### src/rtl/shuffle_writeback.sv
// Serialises four-lane result beats into single-word feature-map RAM writes at channel-shuffled addresses.
// Latency: beat accepted at T drives lanes 0..3 on wr_* at T+1..T+4; done at T+5 after the last beat.
// Backpressure: in_ready only in ACCEPT or on lane 3 of a non-final beat, so at most 1 beat per 4 cycles.
module shuffle_writeback #(
  parameter int ADDR_W = 16,
  parameter int CH_W   = 8,
  parameter int POS_W  = 12
) (
  input  logic                   CLK,
  input  logic                   RST_N,
  input  logic                   cfg_start,
  input  logic [ADDR_W-1:0]      cfg_base,
  input  logic [CH_W-1:0]        cfg_channels,
  input  logic [POS_W-1:0]       cfg_positions,
  input  logic [1:0]             cfg_group_log2,
  input  logic                   cfg_shuffle_en,
  input  logic                   in_valid,
  input  logic [3:0][15:0]       in_data,
  output logic                   in_ready,
  output logic                   wr_en,
  output logic [ADDR_W-1:0]      wr_addr,
  output logic [15:0]            wr_data,
  output logic                   busy,
  output logic                   done,
  output logic                   err
);

  localparam int PW = CH_W + POS_W;

  typedef enum logic [1:0] {S_IDLE, S_ACCEPT, S_WRITE, S_DONE} state_t;

  state_t              r_state, w_state_nxt;

  // Latched run configuration
  logic [ADDR_W-1:0]   r_base;
  logic [CH_W-1:0]     r_chan;
  logic [POS_W-1:0]    r_pos;
  logic [1:0]          r_lg;
  logic                r_shuf;

  // Beat holding register and walk counters. Position counters step to the
  // next beat as lane 3 is issued, so an accept on lane 3 already sees them.
  logic [3:0][15:0]    r_hold;
  logic [1:0]          r_lane;
  logic [POS_W-1:0]    r_p;
  logic [CH_W-1:0]     r_c0;
  logic [CH_W-1:0]     r_k0;
  logic [CH_W-1:0]     r_gi0;
  logic                r_last;

  logic                r_err;
  logic                r_wr_en;
  logic [ADDR_W-1:0]   r_wr_addr;
  logic [15:0]         r_wr_data;

  logic [CH_W-1:0]     w_grp_mask;
  logic                w_cfg_ok;
  logic                w_start;
  logic                w_accept;
  logic                w_emit;
  logic [1:0]          w_lane;
  logic [15:0]         w_data;
  logic [CH_W-1:0]     w_cg;
  logic [CH_W-1:0]     w_cp;
  logic [PW-1:0]       w_prod;
  logic [ADDR_W-1:0]   w_addr;
  logic                w_p_last;

  // Config check: non-zero sizes, legal group count, C a multiple of 4*g
  always_comb begin
    w_grp_mask = CH_W'(3);
    case (cfg_group_log2)
      2'd1:    w_grp_mask = CH_W'(7);
      2'd2:    w_grp_mask = CH_W'(15);
      default: w_grp_mask = CH_W'(3);
    endcase
    w_cfg_ok = (cfg_channels != '0) && (cfg_positions != '0) &&
               (cfg_group_log2 != 2'd3) && ((cfg_channels & w_grp_mask) == '0);
  end

  // State register
  always_ff @(posedge CLK) begin
    if (RST_N) r_state <= S_IDLE;
    else       r_state <= w_state_nxt;
  end

  // Next-state decode plus accept/emit strobes and in_ready
  always_comb begin
    w_state_nxt = r_state;
    w_start     = 1'b0;
    w_accept    = 1'b0;
    w_emit      = 1'b0;
    in_ready    = 1'b0;
    case (r_state)
      S_IDLE: begin
        if (cfg_start && w_cfg_ok) begin
          w_start     = 1'b1;
          w_state_nxt = S_ACCEPT;
        end
      end
      S_ACCEPT: begin
        in_ready = 1'b1;
        if (in_valid) begin
          w_accept    = 1'b1;
          w_state_nxt = S_WRITE;
        end
      end
      S_WRITE: begin
        if (r_lane != 2'd3) begin
          w_emit = 1'b1;
        end else if (r_last) begin
          w_state_nxt = S_DONE;
        end else begin
          in_ready = 1'b1;
          if (in_valid) w_accept    = 1'b1;
          else          w_state_nxt = S_ACCEPT;
        end
      end
      S_DONE:  w_state_nxt = S_IDLE;
      default: w_state_nxt = S_IDLE;
    endcase
  end

  // Next write: lane select and shuffled destination address from registered counters
  always_comb begin
    w_lane = w_accept ? 2'd0 : r_lane + 2'd1;
    w_data = w_accept ? in_data[0] : r_hold[w_lane];
    w_cg   = r_chan >> r_lg;
    if (r_shuf) w_cp = ((r_k0 + CH_W'(w_lane)) << r_lg) + r_gi0;
    else        w_cp = r_c0 + CH_W'(w_lane);
    w_prod   = {{POS_W{1'b0}}, w_cp} * {{CH_W{1'b0}}, r_pos};
    w_addr   = r_base + ADDR_W'(w_prod) + ADDR_W'(r_p);
    w_p_last = (r_p == r_pos - POS_W'(1));
  end

  // Datapath: config latch, beat capture, counter walk and registered write port
  always_ff @(posedge CLK) begin
    if (RST_N) begin
      r_base    <= '0;
      r_chan    <= '0;
      r_pos     <= '0;
      r_lg      <= '0;
      r_shuf    <= 1'b0;
      r_hold    <= '0;
      r_lane    <= '0;
      r_p       <= '0;
      r_c0      <= '0;
      r_k0      <= '0;
      r_gi0     <= '0;
      r_last    <= 1'b0;
      r_err     <= 1'b0;
      r_wr_en   <= 1'b0;
      r_wr_addr <= '0;
      r_wr_data <= '0;
    end else begin
      r_err   <= (r_state == S_IDLE) && cfg_start && !w_cfg_ok;
      r_wr_en <= w_accept || w_emit;
      if (w_accept || w_emit) begin
        r_wr_addr <= w_addr;
        r_wr_data <= w_data;
        r_lane    <= w_lane;
      end
      if (w_accept) r_hold <= in_data;
      if (w_start) begin
        r_base <= cfg_base;
        r_chan <= cfg_channels;
        r_pos  <= cfg_positions;
        r_lg   <= cfg_group_log2;
        r_shuf <= cfg_shuffle_en;
        r_lane <= '0;
        r_p    <= '0;
        r_c0   <= '0;
        r_k0   <= '0;
        r_gi0  <= '0;
        r_last <= 1'b0;
      end else if (w_emit && (r_lane == 2'd2)) begin
        // Lane 3 issues now: step to the next beat and flag the final one
        r_last <= w_p_last && ((r_c0 + CH_W'(4)) == r_chan);
        if (w_p_last) begin
          r_p  <= '0;
          r_c0 <= r_c0 + CH_W'(4);
          if ((r_k0 + CH_W'(4)) == w_cg) begin
            r_k0  <= '0;
            r_gi0 <= r_gi0 + CH_W'(1);
          end else begin
            r_k0 <= r_k0 + CH_W'(4);
          end
        end else begin
          r_p <= r_p + POS_W'(1);
        end
      end
    end
  end

  assign wr_en   = r_wr_en;
  assign wr_addr = r_wr_addr;
  assign wr_data = r_wr_data;
  assign busy    = (r_state != S_IDLE);
  assign done    = (r_state == S_DONE);
  assign err     = r_err;

endmodule

### config.mk
export PLATFORM = sky130hd
export DESIGN_NAME = shuffle_writeback
export DESIGN_NICKNAME = d
export VERILOG_FILES = /design/src/rtl/shuffle_writeback.sv
export SDC_FILE = /design/constraint.sdc
export NUM_CORES = 1
export LEC_CHECK = 0
export ABC_AREA = 0
export CORE_MARGIN = 2
export CORE_UTILIZATION = 50
export DETAILED_ROUTE_END_ITERATION = 12
export PLACE_DENSITY = 0.73
export SYNTH_ARGS = -nofsm -noshare
export SYNTH_HDL_FRONTEND = slang
export SYNTH_SLANG_ARGS = --single-unit
### constraint.sdc
create_clock -name CLK -period 14.16 [get_ports CLK]
set_clock_uncertainty 0.2 [all_clocks]
set_input_delay 2.832 -clock CLK [delete_from_list [all_inputs] [get_ports CLK]]
set_output_delay 2.832 -clock CLK [all_outputs]
set_load 0.01 [all_outputs]
==> impl_metrics.json <==
{
  "outcome": "finished, final reports clean",
  "critical_path.max_fanout": 83,
  "fmax_ghz": 0.0886,
  "fin_crit_ns": 11.29,
  "final_nets": 1849,
  "synth_edf_count": 0,
  "gr-total-overflow": 0,
  "critPathKind": "in -> reg",
  "ys_warn_count": 0,
  "synth_ff_type": "dfxtp_1",
  "ys_seq_area_frac": 0.289,
  "cap_violations": 0,
  "gp_congestion": 0.876,
  "max-clock-path-buffers": 2,
  "clk_latency_ns": 0.45,
  "final_cell_mix": "nand2_1, dfxtp_1, a21oi_1, clkdlybuf4s50_1, inv_1",
  "cts-resized-gates": 0,
  "path_common_cell": "fa_1",
  "firstDrtPassIters": 5,
  "detailed_place_hpwl_um": 22700,
  "grt_use_total": 0.248,
  "critPathRequiredTime_ns": 14.31,
  "seq_area_sq_um": 3480,
  "cts_buffers": 17,
  "drc": 0,
  "rsz0062_at_grt": "no",
  "area.growth.synth_to_final_pct": 18.5,
  "worst-r2r-setup-slack_ns": 4.50,
  "drt-initial-drc-count": 784,
  "relSlewSlack": 0.236,
  "mostFrequentLayoutCell": "nand2_1",
  "routed_wl_um": 30800,
  "final_hold_viol_count": 0,
  "cp-start-kind": "input pin",
  "crit_path_top_delay_cell": "buf_4",
  "slew_violations": 0,
  "drt-vias-per-instance": 5.44,
  "power.leakage_nw": 5.66,
  "arrival_ns": 11.44,
  "cts_tree": "done",
  "synth_area_per_cell_sq_um": 7.95,
  "post_cts_buffers": 0,
  "netlist_instances": 1516,
  "cts.sinks": 174,
  "yosysUniqueCellTypes": 63,
  "htree_levels": 4,
  "synthArstFlopShare": 0,
  "drive_gt1_frac": 0.0396,
  "chipWidth_um": 159,
  "period_share": 0.797,
  "num_io_pins": 144,
  "clkTransAtPathRegs_ns": 0.08,
  "setup_tns_ns": 0,
  "grt_max_degree": 84,
  "ant_nets": 0,
  "core_sq_um": 23500,
  "num-fill-cells": 2145,
  "floorplan.initialDensity": 0.512,
  "die_h_um": 159,
  "p_per_area_nw_per_um2": 91.2,
  "max_slew.worst_pin.slew_ns": 1.14,
  "grt_first_pass_wirelength_um": 51600,
  "max_stage_delay_ns": 0.62,
  "min_path_type": "reg -> reg",
  "drt-wirelength-per-cell_um": 15.9,
  "synth_nets": 1761,
  "grt_pass1_vias": 10412,
  "vias": 10532,
  "clockRootBuffer": "clkbuf_16",
  "die-area_sq_um": 25400,
  "placementRows": 56,
  "antenna_found_initial": 0,
  "multi_input_area_sq_um": 7730,
  "setup_viol": 0,
  "endpoint_kind": "flop",
  "ys_seq_elements": 174,
  "io_buffers": 143,
  "vdd_ir_drop_max_mv": 0.0764,
  "p_total_mw": 1.30,
  "hold_buffers": 0,
  "diodes": 0,
  "syn_area_sq_um": 12100
}
==> metal layers <==
| metal | vias up | global-route usage | wire, um |
|---|---|---|---|
| li1 | 5188 | - | - |
| met1 | 4992 | 0.334 | 14000 |
| met2 | 310 | 0.413 | 14500 |
| met3 | 42 | 0.0375 | 1610 |
| met4 | 0 | 0.0748 | 638 |
| met5 | - | 0 | 0 |
==> logic make-up after synthesis <==
logic type | Yosys count | share of synthesized area
multiplexers | 23 | 0.0222
XOR/XNOR | 67 | 0.0498
AND/OR/NAND/NOR | 595 | 0.228
flip-flops | 174 | 0.289
adder cells (fa/ha/maj) | 138 | 0.192
buffers and inverters | 222 | 0.0701
AO/OA/AOI/OAI | 296 | 0.148
other | 1 | 0.000311
==> synth_stat cells (3+ instances only) <==
| cell type | count | area, sq um |
|---|---|---|
| a21oi_1 | 155 | 776 |
| nor3_1 | 10 | 50.1 |
| and2_1 | 31 | 194 |
| a31oi_1 | 7 | 43.8 |
| ha_1 | 59 | 738 |
| nand4_1 | 9 | 56.3 |
| o21ai_0 | 40 | 200 |
| nand2_1 | 338 | 1270 |
| nor3b_1 | 5 | 37.5 |
| and4_1 | 3 | 26.3 |
| dfxtp_1 | 174 | 3480 |
| clkbuf_1 | 79 | 297 |
| fa_1 | 79 | 1580 |
| a311oi_1 | 13 | 114 |
| or3_1 | 11 | 68.8 |
| a2111oi_0 | 4 | 35.0 |
| mux2i_1 | 20 | 200 |
| xnor2_1 | 48 | 420 |
| nand3_1 | 27 | 135 |
| a32oi_1 | 3 | 26.3 |
| mux4_2 | 3 | 67.6 |
| nand2b_1 | 14 | 87.6 |
| buf_1 | 8 | 30.0 |
| inv_1 | 130 | 488 |
| a211oi_1 | 17 | 128 |
| nor2_1 | 59 | 221 |
| o211ai_1 | 22 | 165 |
| a21o_1 | 9 | 67.6 |
| nor4_1 | 7 | 43.8 |
| nor2b_1 | 46 | 288 |
| and3_1 | 8 | 50.1 |
| or4_1 | 11 | 82.6 |
| nand3b_1 | 6 | 45.0 |
| o31ai_1 | 4 | 30.0 |
| xor2_1 | 18 | 158 |
==> final timing paths <==
path	from	endpoint	depth (start not counted)
setup / recovery	in_valid	wr_addr[14]$_SDFFE_PP0P_	30
hold / removal	wr_addr[8]$_SDFFE_PP0P_	wr_addr[8]$_SDFFE_PP0P_	2
setup reg to reg	r_state[0]$_SDFFE_PP0P_	wr_addr[14]$_SDFFE_PP0P_	33
hold reg to reg	wr_addr[8]$_SDFFE_PP0P_	wr_addr[8]$_SDFFE_PP0P_	2
==> flip-flops by register name, summed over array words and instances (netlist names), 2 cells and up <==
name,cells
r_k0,6
r_c0,6
r_lg,2
wr_addr,16
r_gi0,8
r_hold,64
r_chan,8
r_state,2
wr_data,16
r_pos,12
r_base,16
r_lane,2
r_p,12
==> through the flow <==
stage	hold slack [ns]	cells	util	setup WS, ns	cell area [sq um]
2_1_floorplan	0.232	1516	-	3.80	12100
3_3_place_gp	0.239	1904	0.580	2.67	13700
3_5_place_dp	0.245	1904	0.580	2.40	13700
4_1_cts	0.256	1936	0.607	2.90	14300
5_1_grt	0.270	1936	0.607	2.29	14300
6_report	0.253	1936	0.607	2.87	14300
==> critical path: cells and delay by family <==
| family | cells | cell delay (ns) |
|---|---|---|
| AOI/OAI and AO/OA | 10 | 2.46 |
| adders and majority gates | 7 | 3.31 |
| and+or+nand+nor | 5 | 1.23 |
| xor gates and xnor gates | 2 | 0.33 |
| buffers and inverters | 6 | 1.27 |
==> report_power, final <==
part           leakage [nW]  total [mW]  internal (mW)  switching (mW)
sequential             1.40       0.536          0.514          0.0225
combinational          3.96       0.272          0.112           0.159
clock                 0.302       0.495          0.245           0.250
==> final cells by class <==
type	count	area share
Multi-Input combinational cell	1120	0.541
Sequential cell	174	0.244
Timing Repair Buffer	160	0.109
Inverter	131	0.0344
Clock buffer	17	0.0298
Tap cell	319	0.0279
Clock inverter	15	0.0138
Power figures use the tool's default switching activity.
